===== config.mk =====
export PLATFORM = sky130hd
export DESIGN_NAME = rx_cmd_frame_parser_flat
export DESIGN_NICKNAME = d
export VERILOG_FILES = /design/src/rtl/rx_cmd_frame_parser_if.sv /design/src/rtl/rx_cmd_frame_parser.sv /design/src/flat_wrapper.sv
export SDC_FILE = /design/constraint.sdc
export NUM_CORES = 1
export LEC_CHECK = 0
export ABC_AREA = 1
export CAP_MARGIN = 20
export CORE_MARGIN = 2
export CORE_UTILIZATION = 45
export CTS_BUF_LIST = sky130_fd_sc_hd__clkbuf_2 sky130_fd_sc_hd__clkbuf_4 sky130_fd_sc_hd__clkbuf_8
export DETAILED_ROUTE_END_ITERATION = 12
export PLACE_DENSITY = 0.78
export SLEW_MARGIN = 20
export SYNTH_ARGS = -nofsm -noshare
export SYNTH_HDL_FRONTEND = slang
export SYNTH_SLANG_ARGS = --single-unit

===== constraint.sdc =====
create_clock -name clk -period 2.7 [get_ports clk]
set_input_delay 0.405 -clock clk [delete_from_list [all_inputs] [get_ports clk]]
set_output_delay 0.405 -clock clk [all_outputs]
set_load 0.03 [all_outputs]

===== src/rtl/rx_cmd_frame_parser_if.sv =====
// Byte-stream input and decoded-command output bundle for rx_cmd_frame_parser.
// The slave modport is the parser's view; master is the producer/consumer side.
interface rx_cmd_frame_parser_if #(
    parameter int WIDTH      = 8,
    parameter int ADDR_WIDTH = 4
);
    logic [WIDTH-1:0]      rx_data;
    logic                  rx_valid;
    logic                  cmd_ready;
    logic                  cmd_valid;
    logic [1:0]            cmd_type;
    logic [ADDR_WIDTH-1:0] cmd_addr;
    logic [WIDTH-1:0]      cmd_wdata;
    logic [WIDTH-1:0]      cmd_op_a;
    logic [WIDTH-1:0]      cmd_op_b;
    logic [3:0]            cmd_func;
    logic                  opcode_err;
    logic                  timeout_err;
    logic                  overrun_err;

    modport slave (
        input  rx_data, rx_valid, cmd_ready,
        output cmd_valid, cmd_type, cmd_addr, cmd_wdata, cmd_op_a, cmd_op_b,
               cmd_func, opcode_err, timeout_err, overrun_err
    );

    modport master (
        output rx_data, rx_valid, cmd_ready,
        input  cmd_valid, cmd_type, cmd_addr, cmd_wdata, cmd_op_a, cmd_op_b,
               cmd_func, opcode_err, timeout_err, overrun_err
    );
endinterface


===== src/rtl/rx_cmd_frame_parser.sv =====
// Assembles synchronised UART bytes into host command frames and hands each
// decoded command to the controller over a valid/ready handshake.
module rx_cmd_frame_parser #(
    parameter int WIDTH      = 8,
    parameter int ADDR_WIDTH = 4,
    parameter int TIMEOUT    = 1024,
    parameter int TO_WIDTH   = 16
) (
    input  logic clk,
    input  logic rst,
    rx_cmd_frame_parser_if.slave bus
);
    typedef enum logic [2:0] {
        IDLE, GET_ADDR, GET_DATA, GET_OPA, GET_OPB, GET_FUNC, HOLD
    } state_t;

    localparam logic [WIDTH-1:0]    OP_RF_WR   = WIDTH'(8'hAA);
    localparam logic [WIDTH-1:0]    OP_RF_RD   = WIDTH'(8'hBB);
    localparam logic [WIDTH-1:0]    OP_ALU_OP  = WIDTH'(8'hCC);
    localparam logic [WIDTH-1:0]    OP_ALU_NOP = WIDTH'(8'hDD);
    localparam logic [TO_WIDTH-1:0] TO_LAST    = (TIMEOUT == 0) ? '0 : TO_WIDTH'(TIMEOUT - 1);

    state_t              state_r;
    logic [TO_WIDTH-1:0] to_cnt_r;
    logic                op_known_s;
    logic [1:0]          op_type_s;
    state_t              op_next_s;
    logic                accept_op_s;
    logic                to_expire_s;

    // Opcode byte lookup: command type and first collection state.
    always_comb begin
        op_known_s = 1'b1;
        op_type_s  = 2'd0;
        op_next_s  = IDLE;
        case (bus.rx_data)
            OP_RF_WR:   begin op_type_s = 2'd0; op_next_s = GET_ADDR; end
            OP_RF_RD:   begin op_type_s = 2'd1; op_next_s = GET_ADDR; end
            OP_ALU_OP:  begin op_type_s = 2'd2; op_next_s = GET_OPA;  end
            OP_ALU_NOP: begin op_type_s = 2'd3; op_next_s = GET_FUNC; end
            default:    op_known_s = 1'b0;
        endcase
    end

    // An opcode is taken in IDLE, or in HOLD when the pending command leaves at the same edge.
    assign accept_op_s = bus.rx_valid &&
                         ((state_r == IDLE) || ((state_r == HOLD) && bus.cmd_ready));
    assign to_expire_s = (TIMEOUT != 0) && (to_cnt_r == TO_LAST) && !bus.rx_valid;

    // Frame FSM, inter-byte timeout counter and all registered outputs.
    always_ff @(posedge clk) begin
        if (!rst) begin
            state_r         <= IDLE;
            to_cnt_r        <= '0;
            bus.cmd_valid   <= 1'b0;
            bus.cmd_type    <= 2'd0;
            bus.cmd_addr    <= '0;
            bus.cmd_wdata   <= '0;
            bus.cmd_op_a    <= '0;
            bus.cmd_op_b    <= '0;
            bus.cmd_func    <= 4'd0;
            bus.opcode_err  <= 1'b0;
            bus.timeout_err <= 1'b0;
            bus.overrun_err <= 1'b0;
        end else begin
            bus.opcode_err  <= 1'b0;
            bus.timeout_err <= 1'b0;
            bus.overrun_err <= 1'b0;
            to_cnt_r        <= '0;
            case (state_r)
                IDLE: begin
                end
                HOLD: begin
                    if (bus.cmd_ready) begin
                        bus.cmd_valid <= 1'b0;
                        state_r       <= IDLE;
                    end else if (bus.rx_valid) begin
                        bus.overrun_err <= 1'b1;
                    end else begin
                    end
                end
                GET_ADDR, GET_DATA, GET_OPA, GET_OPB, GET_FUNC: begin
                    if (bus.rx_valid) begin
                        case (state_r)
                            GET_ADDR: begin
                                bus.cmd_addr <= bus.rx_data[ADDR_WIDTH-1:0];
                                if (bus.cmd_type == 2'd1) begin
                                    bus.cmd_valid <= 1'b1;
                                    state_r       <= HOLD;
                                end else begin
                                    state_r <= GET_DATA;
                                end
                            end
                            GET_DATA: begin
                                bus.cmd_wdata <= bus.rx_data;
                                bus.cmd_valid <= 1'b1;
                                state_r       <= HOLD;
                            end
                            GET_OPA: begin
                                bus.cmd_op_a <= bus.rx_data;
                                state_r      <= GET_OPB;
                            end
                            GET_OPB: begin
                                bus.cmd_op_b <= bus.rx_data;
                                state_r      <= GET_FUNC;
                            end
                            default: begin
                                bus.cmd_func  <= bus.rx_data[3:0];
                                bus.cmd_valid <= 1'b1;
                                state_r       <= HOLD;
                            end
                        endcase
                    end else if (to_expire_s) begin
                        bus.timeout_err <= 1'b1;
                        state_r         <= IDLE;
                    end else begin
                        to_cnt_r <= to_cnt_r + TO_WIDTH'(1);
                    end
                end
                default: state_r <= IDLE;
            endcase

            // Later assignments here override the HOLD->IDLE transition above.
            if (accept_op_s) begin
                if (op_known_s) begin
                    state_r       <= op_next_s;
                    bus.cmd_type  <= op_type_s;
                    bus.cmd_addr  <= '0;
                    bus.cmd_wdata <= '0;
                    bus.cmd_op_a  <= '0;
                    bus.cmd_op_b  <= '0;
                    bus.cmd_func  <= 4'd0;
                end else begin
                    bus.opcode_err <= 1'b1;
                end
            end else begin
            end
        end
    end
endmodule


===== src/flat_wrapper.sv =====
// flat-port wrapper written by rule: the top's interface ports become plain ports
module rx_cmd_frame_parser_flat 
#(
    parameter int WIDTH      = 8,
    parameter int ADDR_WIDTH = 4,
    parameter int TIMEOUT    = 1024,
    parameter int TO_WIDTH   = 16
)
  (clk, rst, bus_rx_data, bus_rx_valid, bus_cmd_ready, bus_cmd_valid, bus_cmd_type, bus_cmd_addr, bus_cmd_wdata, bus_cmd_op_a, bus_cmd_op_b, bus_cmd_func, bus_opcode_err, bus_timeout_err, bus_overrun_err);
  rx_cmd_frame_parser_if #(.WIDTH(WIDTH), .ADDR_WIDTH(ADDR_WIDTH)) bus_i ();
  input  logic clk;
  input  logic rst;
  input wire logic [$bits(bus_i.rx_data)-1:0] bus_rx_data;
  input wire logic [$bits(bus_i.rx_valid)-1:0] bus_rx_valid;
  input wire logic [$bits(bus_i.cmd_ready)-1:0] bus_cmd_ready;
  output wire logic [$bits(bus_i.cmd_valid)-1:0] bus_cmd_valid;
  output wire logic [$bits(bus_i.cmd_type)-1:0] bus_cmd_type;
  output wire logic [$bits(bus_i.cmd_addr)-1:0] bus_cmd_addr;
  output wire logic [$bits(bus_i.cmd_wdata)-1:0] bus_cmd_wdata;
  output wire logic [$bits(bus_i.cmd_op_a)-1:0] bus_cmd_op_a;
  output wire logic [$bits(bus_i.cmd_op_b)-1:0] bus_cmd_op_b;
  output wire logic [$bits(bus_i.cmd_func)-1:0] bus_cmd_func;
  output wire logic [$bits(bus_i.opcode_err)-1:0] bus_opcode_err;
  output wire logic [$bits(bus_i.timeout_err)-1:0] bus_timeout_err;
  output wire logic [$bits(bus_i.overrun_err)-1:0] bus_overrun_err;
  assign bus_i.rx_data = bus_rx_data;
  assign bus_i.rx_valid = bus_rx_valid;
  assign bus_i.cmd_ready = bus_cmd_ready;
  assign bus_cmd_valid = bus_i.cmd_valid;
  assign bus_cmd_type = bus_i.cmd_type;
  assign bus_cmd_addr = bus_i.cmd_addr;
  assign bus_cmd_wdata = bus_i.cmd_wdata;
  assign bus_cmd_op_a = bus_i.cmd_op_a;
  assign bus_cmd_op_b = bus_i.cmd_op_b;
  assign bus_cmd_func = bus_i.cmd_func;
  assign bus_opcode_err = bus_i.opcode_err;
  assign bus_timeout_err = bus_i.timeout_err;
  assign bus_overrun_err = bus_i.overrun_err;
  rx_cmd_frame_parser #(.WIDTH(WIDTH), .ADDR_WIDTH(ADDR_WIDTH), .TIMEOUT(TIMEOUT), .TO_WIDTH(TO_WIDTH)) u_core (.clk(clk), .rst(rst), .bus(bus_i));
endmodule

==> results of run 1 <==
==> synthesized netlist by cell type (4+ instances only) <==
library cell,instances,area (um2)
nand2_1,85,319
inv_1,74,278
dfxtp_1,57,1140
nor2_1,52,195
o21ai_0,36,180
nand3_1,16,80.1
nand4_1,10,62.6
nor3_1,9,45.0
a21oi_1,7,35.0
buf_2,5,25.0
buf_6,4,45.0
nor2_2,4,25.0
==> cell families (layout without fill, tap and decap cells) <==
family	count (synthesis)	in the layout
AOI/OAI and AO/OA	45	45
xor gates and xnor gates	5	5
adders and majority gates	1	1
buffers and inverters	85	143
DFF	57	57
and+or+nand+nor	185	185
==> placed cells by master (no fill, tap or decap) <==
master / n
nand2_2: 2
nand2_4: 1
nor2_2: 4
nor2_1: 52
nor4_1: 1
xor2_1: 2
a21oi_1: 7
ha_1: 1
inv_2: 2
nand2_1: 85
nand3_2: 2
nand4_1: 10
o21ai_2: 1
and2_1: 1
nand3_1: 16
clkbuf_8: 12
or2_1: 1
bufinv_16: 1
dfxtp_1: 57
xnor2_1: 3
or2_2: 1
clkinv_2: 1
clkbuf_4: 2
o21ai_1: 1
clkdlybuf4s50_1: 49
nor3_1: 9
o21ai_0: 36
buf_4: 2
inv_1: 74
==> routing by layer <==
metal | global-route usage | part of all wire | vias up
met5 | 0 | 0 | -
met4 | 0.0810 | 0.017 | 0
met3 | 0.0758 | 0.065 | 11
met2 | 0.327 | 0.47 | 62
met1 | 0.232 | 0.45 | 1058
li1 | - | - | 1259
==> sequential cells by signal, summed over array words and instances, names as in the netlist <==
| register | flops |
|---|---|
| u_core.bus.cmd_valid | 1 |
| u_core.bus.cmd_op_a | 8 |
| u_core.bus.timeout_err | 1 |
| u_core.bus.cmd_type | 2 |
| u_core.bus.cmd_op_b | 8 |
| u_core.bus.cmd_wdata | 8 |
| u_core.bus.overrun_err | 1 |
| u_core.to_cnt_r | 16 |
| u_core.bus.cmd_func | 4 |
| u_core.state_r | 3 |
| u_core.bus.opcode_err | 1 |
| u_core.bus.cmd_addr | 4 |
==> stage by stage <==
step / hold slack, ns / std cells / power, W / cell area [um2]
3_5_place_dp: 0.451 / 492 / 0.000927 / 3100
3_3_place_gp: 0.430 / 492 / 0.000926 / 3100
4_1_cts: 0.461 / 508 / 0.00177 / 3320
5_1_grt: 0.491 / 508 / 0.00182 / 3320
2_1_floorplan: 0.417 / 378 / 0.000900 / 2580
6_report: 0.453 / 508 / 0.00175 / 3320
==> how the worst max path moves through the flow <==
stage | end | start
6_report | u_core.bus.cmd_wdata[0]$_SDFF_PN0_ | bus_rx_valid
5_1_grt | u_core.to_cnt_r[3]$_SDFF_PP0_ | u_core.to_cnt_r[0]$_SDFF_PP0_
4_1_cts | u_core.to_cnt_r[3]$_SDFF_PP0_ | u_core.to_cnt_r[0]$_SDFF_PP0_
3_5_place_dp | u_core.bus.cmd_wdata[2]$_SDFF_PN0_ | bus_rx_data[7]
3_3_place_gp | u_core.bus.cmd_op_a[7]$_SDFF_PN0_ | bus_rx_data[2]
2_1_floorplan | u_core.to_cnt_r[11]$_SDFF_PP0_ | u_core.to_cnt_r[0]$_SDFF_PP0_
==> critical path, stage by stage <==
cell             delay (ns)
clkdlybuf4s50_1        0.49
buf_4                  0.18
nand4_1                0.49
o21ai_0                0.40
inv_1                  0.08
nor2_1                 0.09
==> where the power goes <==
group	switching (W)	internal, W
combinational	0.0000397	0.0000253
sequential	0.000000998	0.000843
clock	0.000322	0.000521
==> layout make-up <==
| class | count | area share |
|---|---|---|
| sequential | 57 | 0.344 |
| tap | 72 | 0.0271 |
| inverter | 76 | 0.0860 |
| clock inverter | 2 | 0.0106 |
| clock buffer | 14 | 0.0543 |
| timing repair buffer | 51 | 0.152 |
| multi-input combinational | 236 | 0.326 |
==> reports/qor.csv, run 1 <==
metric,value,unit
outcome,"complete, no violations",
post-route-period-util,0.691,
drv_slew,0,
irDropWorstVdd,438,uV
power.density,528,nW/um2
synth_simple_gate_area_frac,0.309,
hold_class,flip-flop to flip-flop,
fmax,0.536,GHz
num_vias,2390,
drive_above_1_share,0.0711,
ys_warn_count,0,
hpwl,4160,um
die_y,79.7,um
tns,0,ns
hold_path_end,u_core.bus.cmd_valid$_SDFFE_PN0P_,
syn2layout_area_growth,28.7,%
finish.utilization,0.603,
p_leak,1.35,nW
grt_pass1_wl,9820,um
antenna_found_initial,0,
cp_data_arrival_time,2.13,ns
holdPathStages,2,
first_global_vias,2282,
cap_viol_max_count,0,
routedWlPerCell,11.2,um
nNetsFinal,444,
post-cts-setup-buffer-count,0,
yosys.area_share.adder,0.00485,
synth_edf_count,0,
synthMuxAreaShare,0,
place.gp.congestion,0.858,
core_area,5510,um2
wirelength,5710,um
h-tree-depth,3,
reg2reg_setup_slack,0.85,ns
cts_tree,yes,
synth_area_per_cell,6.82,um2
diodes,0,
rows,27,
root_buffer,clkbuf_8,
min_period,1.87,ns
hold_viol,0,
startpoint_type,primary input,
io_pins,50,
cp_max_fo,16,
grt_usage,0.199,
slew_headroom,0.603,
drtAntennaViolNets,0,
syn_inst,378,
skew,0.00802,ns
crit_type,primary input to flip-flop,
holdBufCountCts,0,
ff_latch_area,1140,um2
cts.clk_slew.worst_paths,0.06,ns
end_kind,flip-flop,
die_w,79.7,um
synth_area,2580,um2
fin_ws,0.834,ns
numCtsBuffers,9,
cp.required,2.97,ns
cts_sinks,57,
synthArstFlopShare,0,
drt_iter0_drc,128,
grt-ovfl-total,0,
ys_ff_latch,57,
ys.flop_type,dfxtp_1,
post_cts_resized,0,
multi_input_area,1080,um2
synth_compound_area_frac,0.0888,
syn_nets,391,
setup_viol,0,
pre_cts_slack,0.511,ns
fillers,510,
synthXorXnorAreaFrac,0.0170,
yosysUniqueCellTypes,25,
drc_errors,0,
min-delay-start,u_core.bus.cmd_valid$_SDFFE_PN0P_,
r2r-start,u_core.to_cnt_r[0]$_SDFF_PP0_,
first_pass_iters,4,
yosysSeqAreaShare,0.443,
rsz0062_at_grt,false,
viasPerCell,4.70,
rr_endpoint,u_core.to_cnt_r[3]$_SDFF_PP0_,
clk_path_buf_depth,2,
reg2reg_depth,8,
worst_pin_slew,0.594,ns
synth_top_family_by_area,simple AND/OR/NAND/NOR gates,
portBuffers,49,
insertion_delay,0.33,ns
die_area,6350,um2
start_util,0.468,
grt_max_degree,33,
No activity file was read; power rests on OpenSTA's default activity.
==> run 2: changes to the inputs <==
PLACE_DENSITY = 0.81   (was 0.78)
clock period = 1.61 ns   (was 2.7 ns; I/O delays follow)
==> run 2 against run 1 <==
Against the previous run: core utilization grew 3.9 points; clock power increased by 100%; final cell count rose by 4.7%; first-iteration DRC count is 33% higher; count of clock-buffer cells in the layout down 5; non-clock buffer count grew 24; sequential power is 67% higher; largest power group is now clock.
==> reports/qor.csv, run 2 (synthesized netlist as in run 1, its figures left out) <==
metric,value,unit,change
rows,27,,unchanged
finalInstanceArea,3530,um2,+6.4%
crit_path_top_delay_cell,clkdlybuf4s50_1,,
cap_viol_max_count,0,,unchanged
pre_cts_slack,-0.195,ns,-0.706 ns
io_pins,50,,unchanged
worst_pin_slew,0.381,ns,-0.212 ns
outcome,"complete, no violations",,
hold_class,flip-flop to flip-flop,,
die_w,79.7,um,unchanged
crit_type,flip-flop to primary output,,
irDropWorstVdd,702,uV,+60%
drive_above_1_share,0.126,,+0.0550
largest_register_ffs,16,,unchanged
regMostFlops,u_core.to_cnt_r,,
fin_ws,0.0530,ns,-0.781 ns
hold_viol,0,,unchanged
routedWlPerCell,11.5,um,+2.5%
first_global_vias,2433,,+6.6%
viasPerCell,4.75,,+0.96%
r2r-start,u_core.to_cnt_r[0]$_SDFF_PP0_,,
post-route-period-util,0.967,,
die_y,79.7,um,unchanged
num_vias,2527,,+5.7%
root_buffer,clkbuf_8,,
hpwl,4400,um,+5.8%
p_leak,1.75,nW,+30%
cp_max_fo,1,,-15
cp.required,1.37,ns,-1.60 ns
final_cell_mix,"84 x nand2_1, 74 x inv_1, 55 x dfxtp_1",,
drv_slew,0,,unchanged
cts_sinks,57,,unchanged
cp_slowest_stage_delay,0.66,ns,+0.17 ns
grt_max_degree,24,,-27%
fmax,0.642,GHz,
cts.clk_slew.worst_paths,0.07,ns,about the same
skew,0.00941,ns,+0.00139 ns
hold_path_end,u_core.bus.cmd_valid$_SDFFE_PN0P_,,
drt_iter0_drc,170,,+33%
placed_area,3290,um2,+6.0%
rr_endpoint,u_core.to_cnt_r[14]$_SDFF_PP0_,,
crit_path_cell_trace,clkdlybuf4s50_1,,
startpoint_type,flip-flop,,
holdPathStages,2,,unchanged
drtAntennaViolNets,0,,unchanged
first_pass_iters,4,,unchanged
reg2reg_depth,8,,unchanged
nNetsFinal,468,,+5.4%
insertion_delay,0.35,ns,+0.02 ns
portBuffers,49,,unchanged
slew_headroom,0.744,,+0.141
start_util,0.468,,unchanged
reg2reg_setup_slack,0.18,ns,-0.67 ns
power.density,920,nW/um2,+74%
numCtsBuffers,9,,unchanged
wirelength,6130,um,+7.3%
end_kind,primary output,,
grt-ovfl-total,0,,unchanged
h-tree-depth,3,,unchanged
min-delay-start,u_core.bus.cmd_valid$_SDFFE_PN0P_,,
drc_errors,0,,unchanged
cp_data_arrival_time,1.32,ns,-0.81 ns
cp_num_buf_inv,1,,-2
holdBufCountCts,0,,unchanged
core_area,5510,um2,unchanged
rsz0062_at_grt,false,,
die_area,6350,um2,unchanged
antenna_found_initial,0,,unchanged
syn2layout_area_growth,37.0,%,
min_period,1.56,ns,
critical_path.top_delay_family,buffers and inverters,,
clk_path_buf_depth,2,,unchanged
setup_viol,0,,unchanged
grt_usage,0.215,,+0.0159
final_common_cell,nand2_1,,
whs,0.447,ns,-0.00624 ns
place.gp.congestion,0.863,,+0.61%
cts_tree,yes,,
grt_pass1_wl,10600,um,+8.2%
diodes,0,,unchanged
==> run 2: cell types whose count changed in the layout (fill, tap and decap cells not counted), moves of 3 or more <==
cell             previous run  this run
dlymetal6s2s_1              0         7
dlygate4sd2_1               0        28
clkbuf_8                   12         9
clkdlybuf4s50_1            49        14
buf_4                       2        25
==> run 2: layout make-up <==
cell class                      instances  area [um2]
Inverter                               76         285
Timing Repair Buffer                   75         681
Sequential cell                        57        1140
Multi-Input combinational cell        236        1080
Tap cell                               72        90.1
Clock buffer                            9         124
Clock inverter                          7         125
Fill cell                             470        1970
==> run 2: power by group <==
part / internal, W / switching (W) / total, W / leakage, nW
Combinational: 0.0000690 / 0.0000760 / 0.000145 / 1.16
Sequential: 0.00141 / 0.00000155 / 0.00141 / 0.460
Clock: 0.00104 / 0.000648 / 0.00169 / 0.124
Total: 0.00252 / 0.000725 / 0.00325 / 1.75
==> run 2: what timing repair did <==
item	CTS	global route
setup buffers	0	1
endpoints found under the setup margin	28	10
pin swaps	0	2
gates resized for setup	28	10
gates cloned	0	0
==> run 2: through the flow <==
stage               std cells  power [W]  TNS [ns]  utilization
finish                    532    0.00325         0        0.641
detailed placement        515    0.00159     -6.03        0.597
floorplan                 378    0.00151         0            -
global placement          515    0.00159     -3.78        0.597
global route              532    0.00334         0        0.641
CTS                       531    0.00327         0        0.636
==> run 2: layer usage <==
metal / track usage / vias up / routed length [um]
met2: 0.360 / 71 / 2970
met4: 0.0897 / 0 / 125
met5: 0 / - / 0
met3: 0.0781 / 11 / 432
met1: 0.247 / 1128 / 2600
li1: - / 1317 / -
==> run 2: how the worst max path moves through the flow <==
stage,startpoint,to,slack [ns],cells past startpoint
after floorplan,u_core.to_cnt_r[0]$_SDFF_PP0_,u_core.to_cnt_r[11]$_SDFF_PP0_,0.15,9
after global placement,bus_rx_valid,u_core.bus.cmd_func[3]$_SDFF_PN0_,-0.14,5
after detailed placement,bus_rx_data[7],u_core.bus.cmd_addr[2]$_SDFF_PN0_,-0.20,10
after CTS,u_core.bus.cmd_wdata[6]$_SDFF_PN0_,bus_cmd_wdata[6],0.002,1
after global routing,u_core.to_cnt_r[3]$_SDFF_PP0_,u_core.to_cnt_r[11]$_SDFF_PP0_,0.01,8
final,u_core.bus.timeout_err$_SDFF_PP0_,bus_timeout_err,0.05,1
